`src/rtl/pg_port_flr_ctrl.sv`:
```
// pg_port_flr_ctrl
// Per-port FLR sequencer sitting upstream of the port gasket. A VF FLR strobe
// (VF n -> port n-1) holds that port in reset for RST_HOLD_CYCLES cycles. The
// port then waits for its traffic to drain and finally raises one FLR-complete
// strobe through a fixed-priority arbiter (lowest port index wins).
// The global PR reset only forces the port resets low; it never touches the
// FLR sequencing.
// Optional feature macro: PG_FLR_TIMEOUT_EN. When it is defined, the drain
// phase also ends after DRAIN_TIMEOUT cycles and o_drain_timeout pulses.
module pg_port_flr_ctrl #(
    parameter int PG_NUM_PORTS    = 1,
    parameter int RST_HOLD_CYCLES = 32,
    parameter int DRAIN_TIMEOUT   = 1024
) (
    input  logic                    clk,
    input  logic                    reset,
    input  logic                    i_flr_rcvd_vf,
    input  logic [10:0]             i_flr_rcvd_vf_num,
    input  logic [PG_NUM_PORTS-1:0] i_port_idle,
    input  logic                    i_pr_reset,
    output logic [PG_NUM_PORTS-1:0] o_port_rst_n,
    output logic                    o_flr_cmpl_vld,
    output logic [10:0]             o_flr_cmpl_vf_num,
    output logic                    o_flr_busy,
    output logic                    o_flr_err,
    output logic                    o_drain_timeout
);

    localparam int                HOLD_W       = $clog2(RST_HOLD_CYCLES + 1);
    localparam logic [HOLD_W-1:0] HOLD_LAST    = HOLD_W'(RST_HOLD_CYCLES - 1);
    localparam logic [HOLD_W-1:0] HOLD_MAX     = HOLD_W'(RST_HOLD_CYCLES);
    localparam logic [10:0]       NUM_PORTS_VF = 11'(PG_NUM_PORTS);

    typedef enum logic [1:0] {
        ST_IDLE   = 2'd0,
        ST_ASSERT = 2'd1,
        ST_DRAIN  = 2'd2,
        ST_CMPL   = 2'd3
    } flr_state_t;

    flr_state_t              state     [PG_NUM_PORTS];
    flr_state_t              state_nxt [PG_NUM_PORTS];
    logic [HOLD_W-1:0]       hold_cnt  [PG_NUM_PORTS];
    logic [HOLD_W-1:0]       hold_nxt  [PG_NUM_PORTS];
    logic [PG_NUM_PORTS-1:0] flr_hit;
    logic                    flr_bad;
    logic [PG_NUM_PORTS-1:0] grant;
    logic                    grant_any;
    logic [10:0]             grant_vf;
    logic [PG_NUM_PORTS-1:0] active_nxt;

`ifdef PG_FLR_TIMEOUT_EN
    localparam int                 DRAIN_W    = $clog2(DRAIN_TIMEOUT + 1);
    localparam logic [DRAIN_W-1:0] DRAIN_LAST = DRAIN_W'(DRAIN_TIMEOUT - 1);
    localparam logic [DRAIN_W-1:0] DRAIN_MAX  = DRAIN_W'(DRAIN_TIMEOUT);

    logic [DRAIN_W-1:0]      drain_cnt [PG_NUM_PORTS];
    logic [DRAIN_W-1:0]      drain_nxt [PG_NUM_PORTS];
    logic [PG_NUM_PORTS-1:0] to_hit;
`endif

    // Decode the FLR strobe into a per-port hit vector and an out-of-range flag.
    always_comb begin
        flr_bad = i_flr_rcvd_vf & ((i_flr_rcvd_vf_num == 11'd0) |
                                   (i_flr_rcvd_vf_num > NUM_PORTS_VF));
        for (int p = 0; p < PG_NUM_PORTS; p++) begin
            flr_hit[p] = i_flr_rcvd_vf & (i_flr_rcvd_vf_num == 11'(p + 1));
        end
    end

    // Fixed-priority completion arbiter; scanning downwards lets the lowest index win.
    always_comb begin
        grant     = {PG_NUM_PORTS{1'b0}};
        grant_any = 1'b0;
        grant_vf  = 11'd0;
        for (int p = PG_NUM_PORTS - 1; p >= 0; p--) begin
            if (state[p] == ST_CMPL) begin
                grant     = {PG_NUM_PORTS{1'b0}};
                grant[p]  = 1'b1;
                grant_any = 1'b1;
                grant_vf  = 11'(p + 1);
            end else begin
                grant_vf = grant_vf;
            end
        end
    end

    // Per-port next-state: a new FLR always restarts the hold, otherwise advance the sequence.
    always_comb begin
        for (int p = 0; p < PG_NUM_PORTS; p++) begin
            state_nxt[p] = state[p];
            hold_nxt[p]  = hold_cnt[p];
`ifdef PG_FLR_TIMEOUT_EN
            drain_nxt[p] = drain_cnt[p];
            to_hit[p]    = 1'b0;
`endif
            if (flr_hit[p]) begin
                // Covers duplicates too: an FLR landing in CMPL still lets the grant
                // complete, and an ungranted completion merges into the new sequence.
                state_nxt[p] = ST_ASSERT;
                hold_nxt[p]  = {HOLD_W{1'b0}};
            end else begin
                case (state[p])
                    ST_IDLE: begin
                        state_nxt[p] = ST_IDLE;
                    end
                    ST_ASSERT: begin
                        if (hold_cnt[p] == HOLD_LAST) begin
                            state_nxt[p] = ST_DRAIN;
`ifdef PG_FLR_TIMEOUT_EN
                            drain_nxt[p] = {DRAIN_W{1'b0}};
`endif
                        end else if (hold_cnt[p] != HOLD_MAX) begin
                            hold_nxt[p] = hold_cnt[p] + HOLD_W'(1);
                        end else begin
                            hold_nxt[p] = hold_cnt[p];
                        end
                    end
                    ST_DRAIN: begin
                        if (i_port_idle[p]) begin
                            state_nxt[p] = ST_CMPL;
                        end
`ifdef PG_FLR_TIMEOUT_EN
                        else if (drain_cnt[p] == DRAIN_LAST) begin
                            state_nxt[p] = ST_CMPL;
                            to_hit[p]    = 1'b1;
                        end else if (drain_cnt[p] != DRAIN_MAX) begin
                            drain_nxt[p] = drain_cnt[p] + DRAIN_W'(1);
                        end else begin
                            drain_nxt[p] = drain_cnt[p];
                        end
`else
                        else begin
                            state_nxt[p] = ST_DRAIN;
                        end
`endif
                    end
                    ST_CMPL: begin
                        if (grant[p]) begin
                            state_nxt[p] = ST_IDLE;
                        end else begin
                            state_nxt[p] = ST_CMPL;
                        end
                    end
                    default: begin
                        state_nxt[p] = ST_IDLE;
                    end
                endcase
            end
            active_nxt[p] = (state_nxt[p] != ST_IDLE);
        end
    end

    // State, counters and registered outputs; port resets follow the next state so they drop right after the strobe.
    always_ff @(posedge clk or posedge reset) begin
        if (reset) begin
            for (int p = 0; p < PG_NUM_PORTS; p++) begin
                state[p]    <= ST_IDLE;
                hold_cnt[p] <= {HOLD_W{1'b0}};
`ifdef PG_FLR_TIMEOUT_EN
                drain_cnt[p] <= {DRAIN_W{1'b0}};
`endif
            end
            o_port_rst_n      <= {PG_NUM_PORTS{1'b0}};
            o_flr_cmpl_vld    <= 1'b0;
            o_flr_cmpl_vf_num <= 11'd0;
            o_flr_busy        <= 1'b0;
            o_flr_err         <= 1'b0;
            o_drain_timeout   <= 1'b0;
        end else begin
            for (int p = 0; p < PG_NUM_PORTS; p++) begin
                state[p]    <= state_nxt[p];
                hold_cnt[p] <= hold_nxt[p];
`ifdef PG_FLR_TIMEOUT_EN
                drain_cnt[p] <= drain_nxt[p];
`endif
            end
            o_port_rst_n      <= ~(active_nxt | {PG_NUM_PORTS{i_pr_reset}});
            o_flr_cmpl_vld    <= grant_any;
            o_flr_cmpl_vf_num <= grant_vf;
            o_flr_busy        <= |active_nxt;
            o_flr_err         <= flr_bad;
`ifdef PG_FLR_TIMEOUT_EN
            o_drain_timeout   <= |to_hit;
`else
            o_drain_timeout   <= 1'b0;
`endif
        end
    end

endmodule

```
`config.mk`:
```
export PLATFORM = sky130hd
export DESIGN_NAME = pg_port_flr_ctrl
export DESIGN_NICKNAME = d
export VERILOG_FILES = /design/src/rtl/pg_port_flr_ctrl.sv
export SDC_FILE = /design/constraint.sdc
export NUM_CORES = 1
export LEC_CHECK = 0
export CORE_MARGIN = 10
export CORE_UTILIZATION = 43
export DETAILED_ROUTE_END_ITERATION = 8
export GPL_TIMING_DRIVEN = 0
export MAX_ROUTING_LAYER = met4
export PLACE_DENSITY = 0.86
export REMOVE_ABC_BUFFERS = 1
export SLEW_MARGIN = 20
export SYNTH_ARGS = -nofsm -noshare
export SYNTH_HDL_FRONTEND = slang
export SYNTH_SLANG_ARGS = --single-unit
```
`constraint.sdc`:
```
create_clock -name clk -period 2 [get_ports clk]
set_clock_uncertainty 0.15 [all_clocks]
set_input_delay 0.4 -clock clk [delete_from_list [all_inputs] [get_ports clk]]
set_output_delay 0.4 -clock clk [all_outputs]
set_load 0.02 [all_outputs]
```
==> Word-level counts from Yosys, hierarchy flattened <==
Index checks and enable logic that the tools add are counted.
{ "totals": {"ff_bits": 23, "inputBits": 16, "output_inout_bits": 16, "elab_cells": 38} }
{ "classes": {"addsub": 1, "n_lt_le_gt_ge": 1, "eq_ne": 7, "muxes": 11, "n_bitwise": 5, "reduce_logical": 6} }
{ "op_table": {"columns": ["op", "n"], "rows": [
  ["$mux 6", 4],
  ["$eq 11x1->1 const B", 1],
  ["$gt 11x1->1 const B", 1],
  ["$logic_not 11->1", 1],
  ["$pmux 2 s4", 1],
  ["$add 6x1->6 const B", 1],
  ["$eq 6x5->1 const B", 1],
  ["$mux 2", 3],
  ["$ne 6x6->1 const B", 1],
  ["$reduce_bool 2->1", 3],
  ["$eq 2x2->1 const B", 2],
  ["$mux 1", 3],
  ["$reduce_and 3->1", 1],
  ["$and 1x1->1", 2],
  ["$eq 2x1->1 const B", 1],
  ["$logic_not 2->1", 1],
  ["$ne 2x2->1 const B", 1],
  ["$or 1x1->1", 2],
  ["$not 1->1", 1]
]} }

==> Logic depth before layout (Yosys ltp) <==
{ "logic_depth": {"ltp_word": 8, "mapped_depth": 6} }

==> Worst setup path after synthesis <==
OpenSTA, ideal clock, no wires.
{ "synth_timing": {"path_kind": "register to register", "startpoint": "reg hold_cnt[0] in the netlist's numbering", "endpoint": "reg o_port_rst_n", "setup_time_ps": 87, "arrival_ps": 1414, "required_ps": 1763, "path_slack_ps": 349, "path_stages_with_launch": 6, "path_buffers": 0, "period_less_slack_ps": 1651, "path_cell_list": "dfrtp_1 -> ha_1 -> nand3_2 -> nor2_2 -> or4_1 -> a211oi_2"} }
{ "synth_via": {"elab_chain_len": 7} }
{ "synth_lines": {"columns": ["element", "line", "source"], "rows": [
  ["from (decl)", "43", "logic [HOLD_W-1:0] hold_cnt [PG_NUM_PORTS];"],
  ["from (signal, indexed assignment)", "159", "hold_cnt[p] <= {HOLD_W{1'b0}};"],
  ["from (signal, indexed assignment)", "173", "hold_cnt[p] <= hold_nxt[p];"],
  ["$eq 6x5->1", "108", "if (hold_cnt[p] == HOLD_LAST) begin"],
  ["$mux 2", "108", null],
  ["$pmux 2 s4", "103", "case (state[p])"],
  ["$mux 2", "97", "if (flr_hit[p]) begin"],
  ["$reduce_bool 2->1", "150", "active_nxt[p] = (state_nxt[p] != ST_IDLE);"],
  ["$or 1x1->1", "178", "o_port_rst_n <= ~(active_nxt | {PG_NUM_PORTS{i_pr_reset}});"],
  ["$not 1->1", "178", null],
  ["to (signal assigned)", "164", "o_port_rst_n <= {PG_NUM_PORTS{1'b0}};"],
  ["to (signal assigned)", "178", null],
  ["to (decl)", "21", "output logic [PG_NUM_PORTS-1:0] o_port_rst_n,"]
]} }
Every way passes these cells.
A chain may end at the register's enable or synchronous reset.

==> Worst setup path after layout <==
{ "layout_timing": {"startpoint": "in i_flr_rcvd_vf_num[9]", "endpoint": "reg hold_cnt[2] in the netlist's numbering"} }
{ "layout_via": {"elab_chain_len": 4, "word_cells_on_any_way": 7, "classes_between": "eq/ne: 2; mux: 1; bitwise: 1; reduce/logical: 3"} }
{ "layout_lines": {"columns": ["element", "line", "source"], "rows": [
  ["from (decl)", "18", "input logic [10:0] i_flr_rcvd_vf_num,"],
  ["$eq 11x1->1 (*)", "67", "flr_hit[p] = i_flr_rcvd_vf & (i_flr_rcvd_vf_num == 11'(p + 1));"],
  ["$and 1x1->1 (*)", "67", null],
  ["$ne 2x2->1 (no line) or $reduce_bool 2->1 (tied branches)", null, null],
  ["$reduce_and 3->1 (no line)", null, null]
]} }
Every way passes the cells marked *; elsewhere a longest branch is shown, timed or not.

==> summary.md <==
| Metric | Value |
|---|---|
| R2R cell count | `5` |
| Post-synthesis simple-gate area fraction | `27.71%` |
| Cells after Synth | `82` |
| Crit path from | `i_flr_rcvd_vf_num[9]` |
| Critical path arrival | `1880 ps` |
| Detailed Place HPWL | `between 1.5 and 2 mm` |
| Util after Layout | `between 50% and 60%` |
| Final-report max-slew violation count | `0` |
| Die Height | `~64 um` |
| Vias in the first global route | `699` |
| Post-route insts no fill | `roughly 130` |
| Max IR drop VDD | `0.0003878 V` |
| Routed WL per cell | `15.16 um` |
| Crit path kind | `in2reg` |
| Top post-synthesis cells by area | `dfrtp_1, buf_4, ha_1, nand2_1, or4_1` |
| FMAX | `540.3 MHz` |
| Ant diodes | `0` |
| Clk buf depth | `2` |
| Clk slew on worst S/H paths | `80 ps` |
| CP Data Required Time | `2030 ps` |
| Root buffer cell | `clkbuf_4` |
| # H-tree levels | `1` |
| Synth Area in Compound Gates | `approximately 13%` |
| Total CTS buffers | `3` |
| Crit Reg-Reg Startpoint | `hold_cnt[0]` |
| Sequential Area | `300.3 um2` |
| First drt pass iteration count | `4` |
| Unrepaired setup endpoints after global routing | `no` |
| Placed instance area | `1010 um2` |
| IO Count | `32` |
| CP Capture Type | `flip-flop` |
| Final #Nets | `126` |
| Antenna Violating Nets Remaining | `0` |
| Clk Latency, worst-skew pair | `280 ps` |
| Area occupied by multi-input gates | `451.7 um2` |
| Total power | `about 0.00053 W` |
| Area grow syn2layout | `25.90%` |
| Initial antenna violation count | `0` |
| Synth cell types | `32` |
| DRC errors left | `0` |
| Synth area leader | `dfrtp_1` |
| Max Cap Viol | `0` |
| Initial Utilization | `between 40% and 50%` |
| Largest family of logic cells by synthesized area | `simple AND/OR/NAND/NOR gates` |
| Hold Violations, Final | `0` |
| Worst reg-to-reg setup slack | `200 ps` |
| Critical path endpoint | `hold_cnt[2]` |
| FF+latch count, synth | `12` |
| Total clock sinks | `12` |
| Total track usage | `9.425%` |
| Pwr per Cell Area | `505.8 nW/um2` |
| Worst R2R End | `o_port_rst_n` |
| Status | `finished clean` |
| Static Leak | `0.4540 nW` |
| # fillers | `158` |
| Final WL | `1.956 mm` |
| Clock power frac | `38.0%` |
| Global-route wire length before repair | `about 3.1 mm` |
| GRT Residual Overflow | `0` |
| Setup_tns | `0 ps` |
| DIE AREA | `4090 um2` |
| # rows | `15` |
| Yosys top cell area share | `a little over a third` |
| Critical Path Start Type | `primary input` |
| Core area | `roughly 1800 um2` |
| Sequential share of the synthesized area | `36.14%` |
| Post-route cell area | `1046 um2` |
| Sw Ratio | `25.53%` |
| Synth Area in XOR/XNOR | `0%` |
| Largest net degree at the start of global routing | `13` |
| Vias | `655` |
| I/O Buffers | `20` |
| Vias per cell | `slightly above 5` |
| CTS tree | `done` |
| Adder-Cell Fraction of Synth Area | `7.530%` |
| Mapped Area | `830.8 um2` |
| Post-CTS resize count | `0` |
| Iter 0 DRT Violations | `18` |
| P_int | `0.0003940 W` |
| Gate power share | `14.9%` |
| Final setup vio count | `0` |
| Post-CTS Hold Buffers | `0` |
| Mux cell area share after synthesis | `about 1.2%` |
| NetSw | `0.0001351 W` |
| Tmin final | `1851 ps` |
| Number of synthesis warnings | `0` |
| Share of layout cells above drive strength 1 | `13.46%` |
| Die Wd | `approximately 64 um` |
| RePlAce Congestion | `0.7932` |
| Min-delay worst type | `in2async` |
| Syn Area/Cell | `10.13 um2` |
| Dpl cells | `125` |
| # Post-CTS Setup Buffers | `0` |
| Register share of total power | `47.2%` |
| CP max FO | `10` |
| Tcrit/Tclk final | `92.54%` |
-- registers in the layout (all words and copies together) (netlist names) --
| signal | cells |
|---|---|
| hold_cnt | 6 |
| o_port_rst_n | 1 |
| o_flr_cmpl_vf_num | 1 |
| state | 2 |
| o_flr_busy | 1 |
| o_flr_err | 1 |
-- final cells by class --
| type | count | share of cell area, % |
|---|---|---|
| inverters | 7 | 2.512 |
| clock buffers | 4 | 3.469 |
| repair buffers | 20 | 19.14 |
| well taps | 25 | 2.990 |
| flip-flops and latches | 12 | 28.71 |
| multi-input cells | 61 | 43.18 |
-- cells in the mapped netlist --
cell,instances
o211ai_1,2
o31a_1,1
nor2_1,5
a31o_1,1
nand3b_1,1
o311ai_0,1
and3_4,1
inv_1,7
nand3_2,2
a31oi_1,1
nor4_4,1
or4_1,4
nand2b_1,1
o21ai_0,1
o21ai_4,1
a211oi_2,1
nor2_2,1
buf_4,12
o31ai_1,1
nor4b_4,1
o41ai_1,1
conb_1,1
nand2_1,8
o211a_1,1
dfrtp_1,12
nor3_1,1
nand3_1,3
nand2b_4,1
nor4b_2,1
mux2i_1,1
ha_1,5
nor4_1,1
-- metrics by stage --
step | setup slack (ps) | hold WS, ps
detailed placement | -120.4 | 432.4
CTS | 186.9 | 282.9
floorplan | 349.3 | 114.7
global route | 109.2 | 340.1
finish | 149.2 | 267.5
global placement | -74.39 | 402.0
-- how the worst min path moves through the flow --
stage	from	cells after the start	slack, ps	end
2_1_floorplan	reset	1	110	hold_cnt[0]
3_3_place_gp	state[0]	1	400	o_flr_cmpl_vf_num[0]
3_5_place_dp	state[0]	1	430	o_flr_cmpl_vf_num[0]
4_1_cts	reset	2	280	o_flr_err
5_1_grt	reset	2	340	o_flr_err
6_report	reset	2	270	o_flr_err
-- power by group through the flow --
stage | Clock, W | Sequential (W) | Combinational (W)
2_1_floorplan | 0 | 0.000256 | 0.0000333
3_3_place_gp | 0 | 0.000254 | 0.0000766
3_5_place_dp | 0 | 0.000254 | 0.0000784
4_1_cts | 0.000208 | 0.000250 | 0.0000786
5_1_grt | 0.000214 | 0.000250 | 0.0000847
6_report | 0.000201 | 0.000250 | 0.0000786
-- logic make-up after synthesis --
family                     after synthesis
other                                    1
muxes                                    1
AOI/OAI and AO/OA                       12
DFF                                     12
and+or+nand+nor                         32
adders and majority gates                5
buffers and inverters                   19
-- worst max-delay path, cell delays in order --
cell and delay [ps]:
clkdlybuf4s50_1 440, nor4b_4 360, nand3_2 280, o211a_1 220, a31o_1 180
-- cells in the final DEF, fill, tap and decap left out, drive strengths merged --
cell type / synthesis / layout
clkdlybuf4s50: 0 / 20
o31ai: 1 / 1
mux2i: 1 / 1
inv: 7 / 7
nor3: 1 / 1
and3: 1 / 1
nand2: 8 / 8
o21ai: 2 / 2
clkbuf: 0 / 4
or4: 4 / 4
o211a: 1 / 1
dfrtp: 12 / 12
o31a: 1 / 1
o211ai: 2 / 2
ha: 5 / 5
nor4: 2 / 2
nand3b: 1 / 1
a31oi: 1 / 1
a211oi: 1 / 1
conb: 1 / 11
nor4b: 2 / 2
o41ai: 1 / 1
o311ai: 1 / 1
a31o: 1 / 1
nor2: 6 / 6
nand3: 5 / 5
nand2b: 2 / 2
-- layer usage --
layer | vias to the layer above | share of wire, % | global-route usage, %
met4 | 0 | 0 | 1.913
met2 | 28 | 54 | 16.92
met1 | 316 | 39 | 9.363
met3 | 0 | 6.9 | 3.833
met5 | - | 0 | -
li1 | 311 | - | -
Note: power is estimated with default switching activity, not from simulation.
